$ cat src/rtl/uart_sdram_loader.sv
// UART-to-SDRAM boot loader: parses framed write packets and issues single-word writes.
// Optional host echo (ACK/NAK byte after each frame) is enabled with `define UART_LOADER_ECHO_EN.
module uart_sdram_loader #(
    parameter int          ADDR_W         = 22,
    parameter logic [7:0]  MAGIC          = 8'hA5,
    parameter int unsigned TIMEOUT_CYCLES = 1000000
) (
    input  logic              clk,
    input  logic              reset,
    input  logic [7:0]        rx_data,
    input  logic              rx_error,
    input  logic              rx_valid,
    output logic              rx_ready,
    output logic [ADDR_W-1:0] sdram_address,
    output logic [3:0]        sdram_byte_enable,
    output logic              sdram_write,
    output logic [31:0]       sdram_write_data,
    output logic              sdram_read,
    input  logic              sdram_acknowledge,
`ifdef UART_LOADER_ECHO_EN
    output logic [7:0]        tx_data,
    output logic              tx_valid,
    input  logic              tx_ready,
`endif
    output logic              busy,
    output logic              done,
    output logic              error
);

    typedef enum logic [2:0] {
        S_IDLE,
        S_HDR,
        S_DATA,
        S_WRITE,
        S_RESP
    } state_t;

    state_t            state;
    state_t            state_next;
    logic [2:0]        hdr_cnt;
    logic [15:0]       hdr_lo;
    logic [1:0]        byte_idx;
    logic [31:0]       word;
    logic [15:0]       remaining;
    logic [ADDR_W-1:0] cur_addr;
    logic [31:0]       idle_cnt;
    logic              done_q;
    logic              error_q;
    logic              finish;
    logic              abort;
    logic              timeout_hit;
    logic              magic_seen;

    assign timeout_hit = (TIMEOUT_CYCLES != 0) && (idle_cnt == TIMEOUT_CYCLES - 1);
    assign magic_seen  = (state == S_IDLE) && rx_valid && !rx_error && (rx_data == MAGIC);

    always_ff @(posedge clk or posedge reset) begin
        if (reset) begin
            state <= S_IDLE;
        end else begin
            state <= state_next;
        end
    end

    always_comb begin
        state_next = state;
        rx_ready   = 1'b0;
        finish     = 1'b0;
        abort      = 1'b0;
        unique case (state)
            S_IDLE: begin
                rx_ready = 1'b1;
                if (magic_seen) begin
                    state_next = S_HDR;
                end
            end
            S_HDR: begin
                rx_ready = 1'b1;
                if (rx_valid) begin
                    if (rx_error) begin
                        abort = 1'b1;
                    end else if (hdr_cnt == 3'd4) begin
                        if ({rx_data, hdr_lo[7:0]} == 16'd0) begin
                            finish = 1'b1;
                        end else begin
                            state_next = S_DATA;
                        end
                    end
                end else if (timeout_hit) begin
                    abort = 1'b1;
                end
            end
            S_DATA: begin
                rx_ready = 1'b1;
                if (rx_valid) begin
                    if (rx_error) begin
                        abort = 1'b1;
                    end else if (byte_idx == 2'd3) begin
                        state_next = S_WRITE;
                    end
                end else if (timeout_hit) begin
                    abort = 1'b1;
                end
            end
            S_WRITE: begin
                if (sdram_acknowledge) begin
                    if (remaining == 16'd1) begin
                        finish = 1'b1;
                    end else begin
                        state_next = S_DATA;
                    end
                end
            end
`ifdef UART_LOADER_ECHO_EN
            S_RESP: begin
                if (tx_ready) begin
                    state_next = S_IDLE;
                end
            end
`endif
            default: state_next = S_IDLE;
        endcase
        if (finish || abort) begin
`ifdef UART_LOADER_ECHO_EN
            state_next = S_RESP;
`else
            state_next = S_IDLE;
`endif
        end
    end

    // Header bytes A0/A1 are buffered; the address register is loaded once A2 arrives,
    // truncating anything above ADDR_W.
    always_ff @(posedge clk or posedge reset) begin
        if (reset) begin
            hdr_cnt   <= 3'd0;
            hdr_lo    <= 16'd0;
            byte_idx  <= 2'd0;
            word      <= 32'd0;
            remaining <= 16'd0;
            cur_addr  <= '0;
            idle_cnt  <= 32'd0;
            done_q    <= 1'b0;
            error_q   <= 1'b0;
        end else begin
            done_q <= finish;
            if (abort) begin
                error_q <= 1'b1;
            end else if (magic_seen) begin
                error_q <= 1'b0;
            end
            if ((state == S_HDR || state == S_DATA) && !rx_valid) begin
                idle_cnt <= idle_cnt + 32'd1;
            end else begin
                idle_cnt <= 32'd0;
            end
            unique case (state)
                S_IDLE: begin
                    hdr_cnt  <= 3'd0;
                    byte_idx <= 2'd0;
                end
                S_HDR: begin
                    if (rx_valid && !rx_error) begin
                        hdr_cnt <= hdr_cnt + 3'd1;
                        unique case (hdr_cnt)
                            3'd0:    hdr_lo[7:0]  <= rx_data;
                            3'd1:    hdr_lo[15:8] <= rx_data;
                            3'd2:    cur_addr     <= ADDR_W'({rx_data, hdr_lo});
                            3'd3:    hdr_lo[7:0]  <= rx_data;
                            default: remaining    <= {rx_data, hdr_lo[7:0]};
                        endcase
                    end
                end
                S_DATA: begin
                    if (rx_valid && !rx_error) begin
                        word[{byte_idx, 3'b000} +: 8] <= rx_data;
                        byte_idx                      <= byte_idx + 2'd1;
                    end
                end
                S_WRITE: begin
                    if (sdram_acknowledge) begin
                        cur_addr  <= cur_addr + ADDR_W'(1);
                        remaining <= remaining - 16'd1;
                    end
                end
                default: ;
            endcase
        end
    end

`ifdef UART_LOADER_ECHO_EN
    always_ff @(posedge clk or posedge reset) begin
        if (reset) begin
            tx_data <= 8'h00;
        end else if (finish) begin
            tx_data <= 8'h06;
        end else if (abort) begin
            tx_data <= 8'h15;
        end
    end

    assign tx_valid = (state == S_RESP);
`endif

    assign sdram_write       = (state == S_WRITE);
    assign sdram_byte_enable = sdram_write ? 4'hF : 4'h0;
    assign sdram_read        = 1'b0;
    assign sdram_address     = cur_addr;
    assign sdram_write_data  = word;
    assign busy              = (state != S_IDLE);
    assign done              = done_q;
    assign error             = error_q;

endmodule

$ cat config.mk
export PLATFORM = sky130hd
export DESIGN_NAME = uart_sdram_loader
export DESIGN_NICKNAME = d
export VERILOG_FILES = /design/src/rtl/uart_sdram_loader.sv
export SDC_FILE = /design/constraint.sdc
export NUM_CORES = 1
export LEC_CHECK = 0
export ABC_CLOCK_PERIOD_IN_PS = 9800
export CAP_MARGIN = 20
export CORE_MARGIN = 2
export CORE_UTILIZATION = 34
export CTS_CLUSTER_SIZE = 30
export DETAILED_ROUTE_END_ITERATION = 8
export HOLD_SLACK_MARGIN = 0.12
export SYNTH_ARGS = -nofsm -noshare
export SYNTH_HDL_FRONTEND = slang
export SYNTH_SLANG_ARGS = --single-unit
$ cat constraint.sdc
create_clock -name clk -period 9.8 [get_ports clk]
set_input_delay 1.96 -clock clk [delete_from_list [all_inputs] [get_ports clk]]
set_output_delay 1.96 -clock clk [all_outputs]
set_load 0.01 [all_outputs]
### Word level (Yosys, flattened, before mapping)

Index checks and enable logic that the tools add are counted.

* memories: 0
* ROM bits: 0
* input bits: 13
* output and inout bits: 64
* register bits: 128
* RAM bits: 0
* word-level logic and storage cells: 115
* bits in latches: 0

* eq/ne operators: 26
* div/mod/pow operators: 0
* multipliers: 0
* shift operators: 2
* muxes and demuxes: 41
* bitwise operators: 0
* reduce and logical (&&, ||, !) cells: 29
* $lt $le $gt $ge: 0
* add/subtract/negate cells: 6

Operators with widths (number)
* 22-bit two-way mux: 3
* 16-bit two-way mux: 3
* 22-bit case mux with 2 select lines: 1
* 3-bit two-way mux: 12
* 32-bit by 1-bit adder with 32-bit output, second input constant: 1
* 32-bit bitwise mux: 1
* 32-bit by 20-bit == test with 1-bit output, second input constant: 1
* 32-bit two-way mux: 1
* 16-bit case mux with 2 select lines: 1
* 8-bit by 7-bit variable shift with 32-bit output, first input constant: 1
* 8-bit by 7-bit indexed part select with 32-bit output: 1
* 22-bit by 1-bit adder with 22-bit output, second input constant: 1
* 3-bit inequality test, second input constant: 7
* 16-bit by 1-bit == test with 1-bit output, second input constant: 1
* 16-bit zero test: 1
* 16-bit by 1-bit subtractor with 16-bit output, second input constant: 1
* 1-bit two-way mux: 13
* 3-bit by 2-bit == test with 1-bit output, second input constant: 4
* 3-bit case mux with 4 select lines: 1
* 10-bit AND reduction: 1
* 8-bit == test, second input constant: 1
* 2-bit by 1-bit inequality test with 1-bit output, second input constant: 4
* 4-bit AND reduction: 2
* 2-bit nonzero test: 4
* other kinds (24): 37

### Logic depth before layout (Yosys ltp)

Gate-level depths: netlist (run 1).

* word-level depth: 9
* mapped depth: 9
* gate-level depth less buffers: 7

### Least setup slack after synthesis (run 1)

Ideal clock, no wire load.

* kind: input to register
* from: input port rx_valid
* to: register hdr_lo[10]
* required time: 9.675 ns
* buffers on the path: 1
* setup slack: 6.529 ns
* library setup time: 0.125 ns
* arrival: 3.147 ns
* stages: 5
* path through: nor2b_1 -> buf_2 -> nand2_1 -> nor3b_2 -> mux2_2

* word-level cells in the longest chain between the ends: 2

RTL lines
* start: declaration: line 12 `input logic rx_valid,`
* 1-bit logical AND: line 163 `if (rx_valid && !rx_error) begin`
* 3-bit AND reduction (no source line)
* end signal: assignment: line 167 `3'd1: hdr_lo[15:8] <= rx_data;`
* end: declaration: line 41 `logic [15:0] hdr_lo;`

No other way between the ends.
A chain may end at the register's enable or synchronous reset.

### Worst setup path in the final report (run 1)

* from: register state[0]
* to: output port sdram_byte_enable[2]

* word-level cells in the longest chain between the ends: 2

RTL lines
* start: declaration: line 38 `state_t state;`
* start signal: assignment: line 61 `state <= state_next;`
* 3-bit by 2-bit == test with 1-bit output: line 205 `assign sdram_write = (state == S_WRITE);`
* 4-bit two-way mux: line 206 `assign sdram_byte_enable = sdram_write ? 4'hF : 4'h0;`
* end: declaration: line 15 `output logic [3:0] sdram_byte_enable,`

No other way between the ends.

==> results of run 1 <==
flip-flops by register name, indices dropped and copies added (netlist names):
name and count:
hdr_cnt 3, sdram_write_data 32, idle_cnt 32, error 1, remaining 16, done 1, byte_idx 2, hdr_lo 16
state 2, sdram_address 22
kinds of logic after synthesis:
group	after synthesis	share of synthesized area, %
AND/OR/NAND/NOR	294	22.3
adder cells (fa/ha/maj)	20	3.71
flip-flops	127	47.2
AO/OA/AOI/OAI	163	14.6
buffers and inverters	64	4.27
other	1	0.0557
XOR/XNOR	27	3.51
multiplexers	28	4.46
stage by stage:
stage | cell area (sq um) | hold slack, ps | setup slack (ps)
floorplan | 6740 | 424 | 4460
global placement | 7660 | 444 | 5450
detailed placement | 7660 | 450 | 5330
CTS | 8210 | 459 | 5570
global route | 8230 | 496 | 5490
finish | 8230 | 455 | 5590
worst paths after layout:
kind	cells past startpoint	end	slack, ps
setup / recovery	3	sdram_byte_enable[2]	5590
hold / removal	1	idle_cnt[0]$_DFF_PP0_	460
setup reg to reg	7	sdram_address[5]$_DFFE_PP0P_	6890
hold reg to reg	1	idle_cnt[0]$_DFF_PP0_	460
max in group asynchronous	4	remaining[0]$_DFFE_PP0P_	6710
min in group asynchronous	2	idle_cnt[3]$_DFF_PP0_	1830
cells in the mapped netlist (2+ instances only):
cell      instances
o21ai_1           3
o211ai_1          3
and2_1            6
a21oi_1          37
mux2i_1          12
nand3_1          21
nor2b_1           2
o22ai_1          20
a21o_1            2
nor3b_1           4
or2_2             2
and3_1           19
buf_2             6
xor2_1           18
o21ai_0          58
xnor2_1           9
nor4_1           11
a41oi_1           2
nor2_2            2
inv_1            23
and4_1            8
or3_1             5
nor4b_1           2
nand2_1         109
nand2b_1          2
or4_4             3
a31oi_1          10
clkbuf_1         26
buf_4             6
nor2_1           54
dfrtp_1         127
nand4_1          19
a31o_2            2
a21oi_2           2
nor4_4            2
o22a_1            8
ha_1             20
mux2_2           16
nor3_1           12
per-layer routing:
layer	part of all wire (%)	global-route usage [%]	routed length, microns	vias up
li1	-	-	-	2696
met1	50	23.3	8190	2583
met2	45	25.0	7410	109
met3	4.2	4.01	699	13
met4	0.95	4.24	157	0
met5	0	0	0	-
layout make-up:
| type | count | area, sq um | area share, % |
|---|---|---|---|
| flip-flops and latches | 127 | 3180 | 38.6 |
| clock inverters | 9 | 75.1 | 0.912 |
| inverters | 24 | 92.6 | 1.12 |
| well taps | 265 | 332 | 4.03 |
| repair buffers | 80 | 808 | 9.82 |
| multi-input cells | 533 | 3270 | 39.8 |
| clock buffers | 22 | 474 | 5.76 |
power breakdown:
part	switching, uW	total (uW)	internal (uW)
Sequential	176	857	681
Combinational	465	878	413
Clock	245	591	346
==> results.yml, run 1 <==
job:
  cap_violations: 0
synthesis:
  synth_cell_types: 70
  synth_cells: 724
  ys_async_sr_fraction_pct: 100
  ys_top_cells_by_area: "dfrtp_1, nand2_1, o21ai_0, ha_1, nor2_1"
  synth_warnings: 0
  syn_area_sq_um: 6740
  synth_top_area_cell: "dfrtp_1"
  synth_top_area_share_pct: 47.2
  avgSynthCellArea_sq_um: 9.30
  seq_area_frac_synth_pct: 47.2
  syn-num-nets: 757
  synth_ff_type: "dfrtp_1"
  synth-edff-count: 0
  synth_seq_cells: 127
sta:
  clock.fmax_mhz: 237
  setup_viol: 0
  period_needed_ps: 4210
  slew_viol_final: 0
  final.setup.tns_ps: 0
  rsz0062_at_grt: "no"
  slew_headroom_pct: 26.4
  finClkSkew_ps: 16.5
  worst_slew_pin_slew_ps: 1100
  period_share_pct: 43.0
  final-hold-violation-count: 0
hold_path:
  hp-start: "idle_cnt[0]$_DFF_PP0_"
  hp-class: "flip-flop to flip-flop"
route:
  via_count: 5401
  firstDrtPassIters: 4
  drtIter0Drc: 329
  drc: 0
  ant_nets: 0
  wl_per_cell_microns: 15.5
  wl_mm: 16.5
  vias_per_cell: 5.10
placement:
  dp_hpwl_mm: 10.9
  globalplace.congestion: 0.760
  io_buffers: 75
  place_inst: 1028
critical_path:
  cp.buffers_inverters: 2
  path_delay_family: "buffers and inverters"
  cp_max_fo: 62
  startpoint: "state[0]$_DFFE_PP0P_"
  cp-start-kind: "flip-flop"
  slowest_delay_ps: 660
  r2r-start: "state[0]$_DFFE_PP0P_"
  crit_type: "flip-flop to output port"
  slowest_stage: "clkdlybuf4s50_1"
  arrival_ps: 2250
  cp-end-kind: "output port"
  path_cells: "ha_2, buf_4, clkdlybuf4s50_1"
  worst_ep_required_time_ps: 7840
global_routing:
  grt_max_degree: 77
  antenna_found_initial: 0
  overflow: 0
  grt_usage_pct: 16.4
  grt_pass1_wl_mm: 26.8
  grt_pass1_vias: 5015
clocking:
  post-cts-setup-buffers: 0
  root_buffer: "clkbuf_16"
  clk_latency_ps: 420
  path_clk_slew_ps: 60
  cts.htree.levels: 4
  clock_sinks: 127
  cts_hold_buf: 0
  clockBufferDepth: 2
  cts_tree: "done"
  cts_buffers: 17
  cts_resized: 0
run_status:
  status: "finished, final reports clean"
finish:
  finalNonFillerCells: 1060
  drive_above_1_share_pct: 9.06
  fin_util_pct: 42.3
  final_nets: 816
  fillers: 1916
  antenna_cells: 0
  final_cell_mix: "dfrtp_1, nand2_1, clkdlybuf4s50_1"
  area_growth_pct: 22.2
  mostFrequentLayoutCell: "dfrtp_1"
power_and_ir_drop:
  p_leak_uw: 0.00337
  total_power_uw: 2330
  ir_worst_vdd_uv: 147
  power-per-cell-area_nw_per_um2: 283
floorplan:
  die-area_sq_um: 21000
  core.rowCount: 51
  die_w_microns: 145
  io_pins: 77
  coreArea_sq_um: 19500
  fp.dieH_microns: 145
  start_util_pct: 34.6
Note: power is estimated with default switching activity, not from simulation.
==> run 2: changes to the inputs <==
Settings changed: ABC_CLOCK_PERIOD_IN_PS 9800 to 3500.
Clock period 9.8 ns to 3.5 ns, I/O delays scaled along.
==> results.yml, run 2 (synthesis gave the netlist of run 1 again) <==
clocking:
  post-cts-setup-buffers: 0
  clk_latency_ps: 420
  cts_buffers: 17
  cts.htree.levels: 4
  root_buffer: "clkbuf_16"
  cts_tree: "done"
  clock_sinks: 127
  cts_resized: 0
  cts_hold_buf: 0
  clockBufferDepth: 2
  path_clk_slew_ps: 60
critical_path:
  worst_ep_required_time_ps: 2800
  path_cells: "inv_1, ha_1, inv_1, clkdlybuf4s50_1"
  slowest_stage: "clkdlybuf4s50_1"
  arrival_ps: 1880
  cp-start-kind: "flip-flop"
  startpoint: "state[0]$_DFFE_PP0P_"
  slowest_delay_ps: 550
  r2r_setup_slack_ps: 1150
  path_delay_family: "buffers and inverters"
  r2r-start: "state[0]$_DFFE_PP0P_"
  crit_type: "flip-flop to output port"
  cp.buffers_inverters: 3
  cp_max_fo: 5
  cp-end-kind: "output port"
  crit_top_cell: "inv_1"
route:
  wl_mm: 16.9
  drc: 0
  firstDrtPassIters: 5
  vias_per_cell: 5.18
  wl_per_cell_microns: 15.8
  via_count: 5556
  ant_nets: 0
  drtIter0Drc: 318
floorplan:
  die-area_sq_um: 21000
  core.rowCount: 51
  fp.dieH_microns: 145
  io_pins: 77
  start_util_pct: 34.6
  coreArea_sq_um: 19500
  die_w_microns: 145
job:
  cap_violations: 0
global_routing:
  grt_usage_pct: 16.7
  grt_use_met1_pct: 24.4
  overflow: 0
  grt_max_degree: 76
  grt_use_met2_pct: 24.7
  top_usage_layer: "met2"
  grt_pass1_vias: 5100
  grt_pass1_wl_mm: 27.4
  met3_usage_pct: 3.72
  antenna_found_initial: 0
finish:
  final_cell_mix: "dfrtp_1, nand2_1, clkdlybuf4s50_1"
  final_nets: 827
  antenna_cells: 0
  mostFrequentLayoutCell: "dfrtp_1"
  fin_util_pct: 43.0
  area_growth_pct: 24.1
  fillers: 1941
  drive_above_1_share_pct: 10.7
sta:
  final.setup.tns_ps: 0
  slew_viol_final: 0
  slew_headroom_pct: 37.7
  clock.fmax_mhz: 388
  finClkSkew_ps: 10.5
  final-hold-violation-count: 0
  setup_viol: 0
  worst_slew_pin_slew_ps: 932
  period_needed_ps: 2580
  rsz0062_at_grt: "no"
  period_share_pct: 73.7
hold_path:
  hp-class: "flip-flop to flip-flop"
  hp-start: "idle_cnt[0]$_DFF_PP0_"
placement:
  globalplace.congestion: 0.812
  io_buffers: 75
  dp_hpwl_mm: 11.5
power_and_ir_drop:
  ir_worst_vdd_uv: 423
  p_leak_uw: 0.00346
  total_power_uw: 6730
  power-per-cell-area_nw_per_um2: 805
run_status:
  status: "finished, final reports clean"
[run 2: cell count changes in the layout (fill, tap and decap cells not counted), moves of 2 or more]
cell,previous run,this run
buf_4,4,15
bufinv_16,0,2
clkinv_2,0,3
inv_6,4,6
clkbuf_1,2,0
clkinvlp_4,3,1
[run 2: stage by stage]
step	setup WS (ps)	instance area [sq um]	hold slack [ps]	instances
detailed placement	614	7760	449	1040
floorplan	1230	6740	424	724
finish	920	8360	457	1072
global route	839	8360	468	1072
global placement	656	7760	440	1040
CTS	905	8360	458	1072
[run 2: layer usage]
metal  routed length, microns  vias up
li1                         -     2720
met4                      244        0
met3                      872       21
met2                     7450      151
met1                     8320     2664
met5                        0        -
[run 2: worst paths after layout]
kind / endpoint / depth (start not counted)
max in group asynchronous: remaining[14]$_DFFE_PP0P_ / 3
min in group asynchronous: idle_cnt[5]$_DFF_PP0_ / 2
max reg2reg: sdram_address[16]$_DFFE_PP0P_ / 6
max: busy / 4
min reg2reg: idle_cnt[0]$_DFF_PP0_ / 1
min: idle_cnt[0]$_DFF_PP0_ / 1
[run 2: area by class of cell]
type | count | area [sq um] | share of cell area [%]
multi-input combinational | 533 | 3270 | 39.1
sequential | 127 | 3180 | 38.0
timing repair buffer | 91 | 883 | 10.6
clock buffer | 19 | 453 | 5.42
tap | 265 | 332 | 3.97
clock inverter | 13 | 148 | 1.77
inverter | 24 | 93.8 | 1.12
[run 2: power by group]
group,switching [uW],leakage (uW),internal [uW]
Sequential,499,0.00167,1910
Clock,726,0.000301,1100
Combinational,1320,0.00148,1180
[run 2: worst register-to-register path: cells and delay by family (launching register included)]
| family | cells | cell delay (ps) |
|---|---|---|
| AOI/OAI and AO/OA | 2 | 370 |
| adders and majority gates | 1 | 310 |
| buffers and inverters | 2 | 530 |
| DFF | 1 | 430 |
| and+or+nand+nor | 1 | 650 |
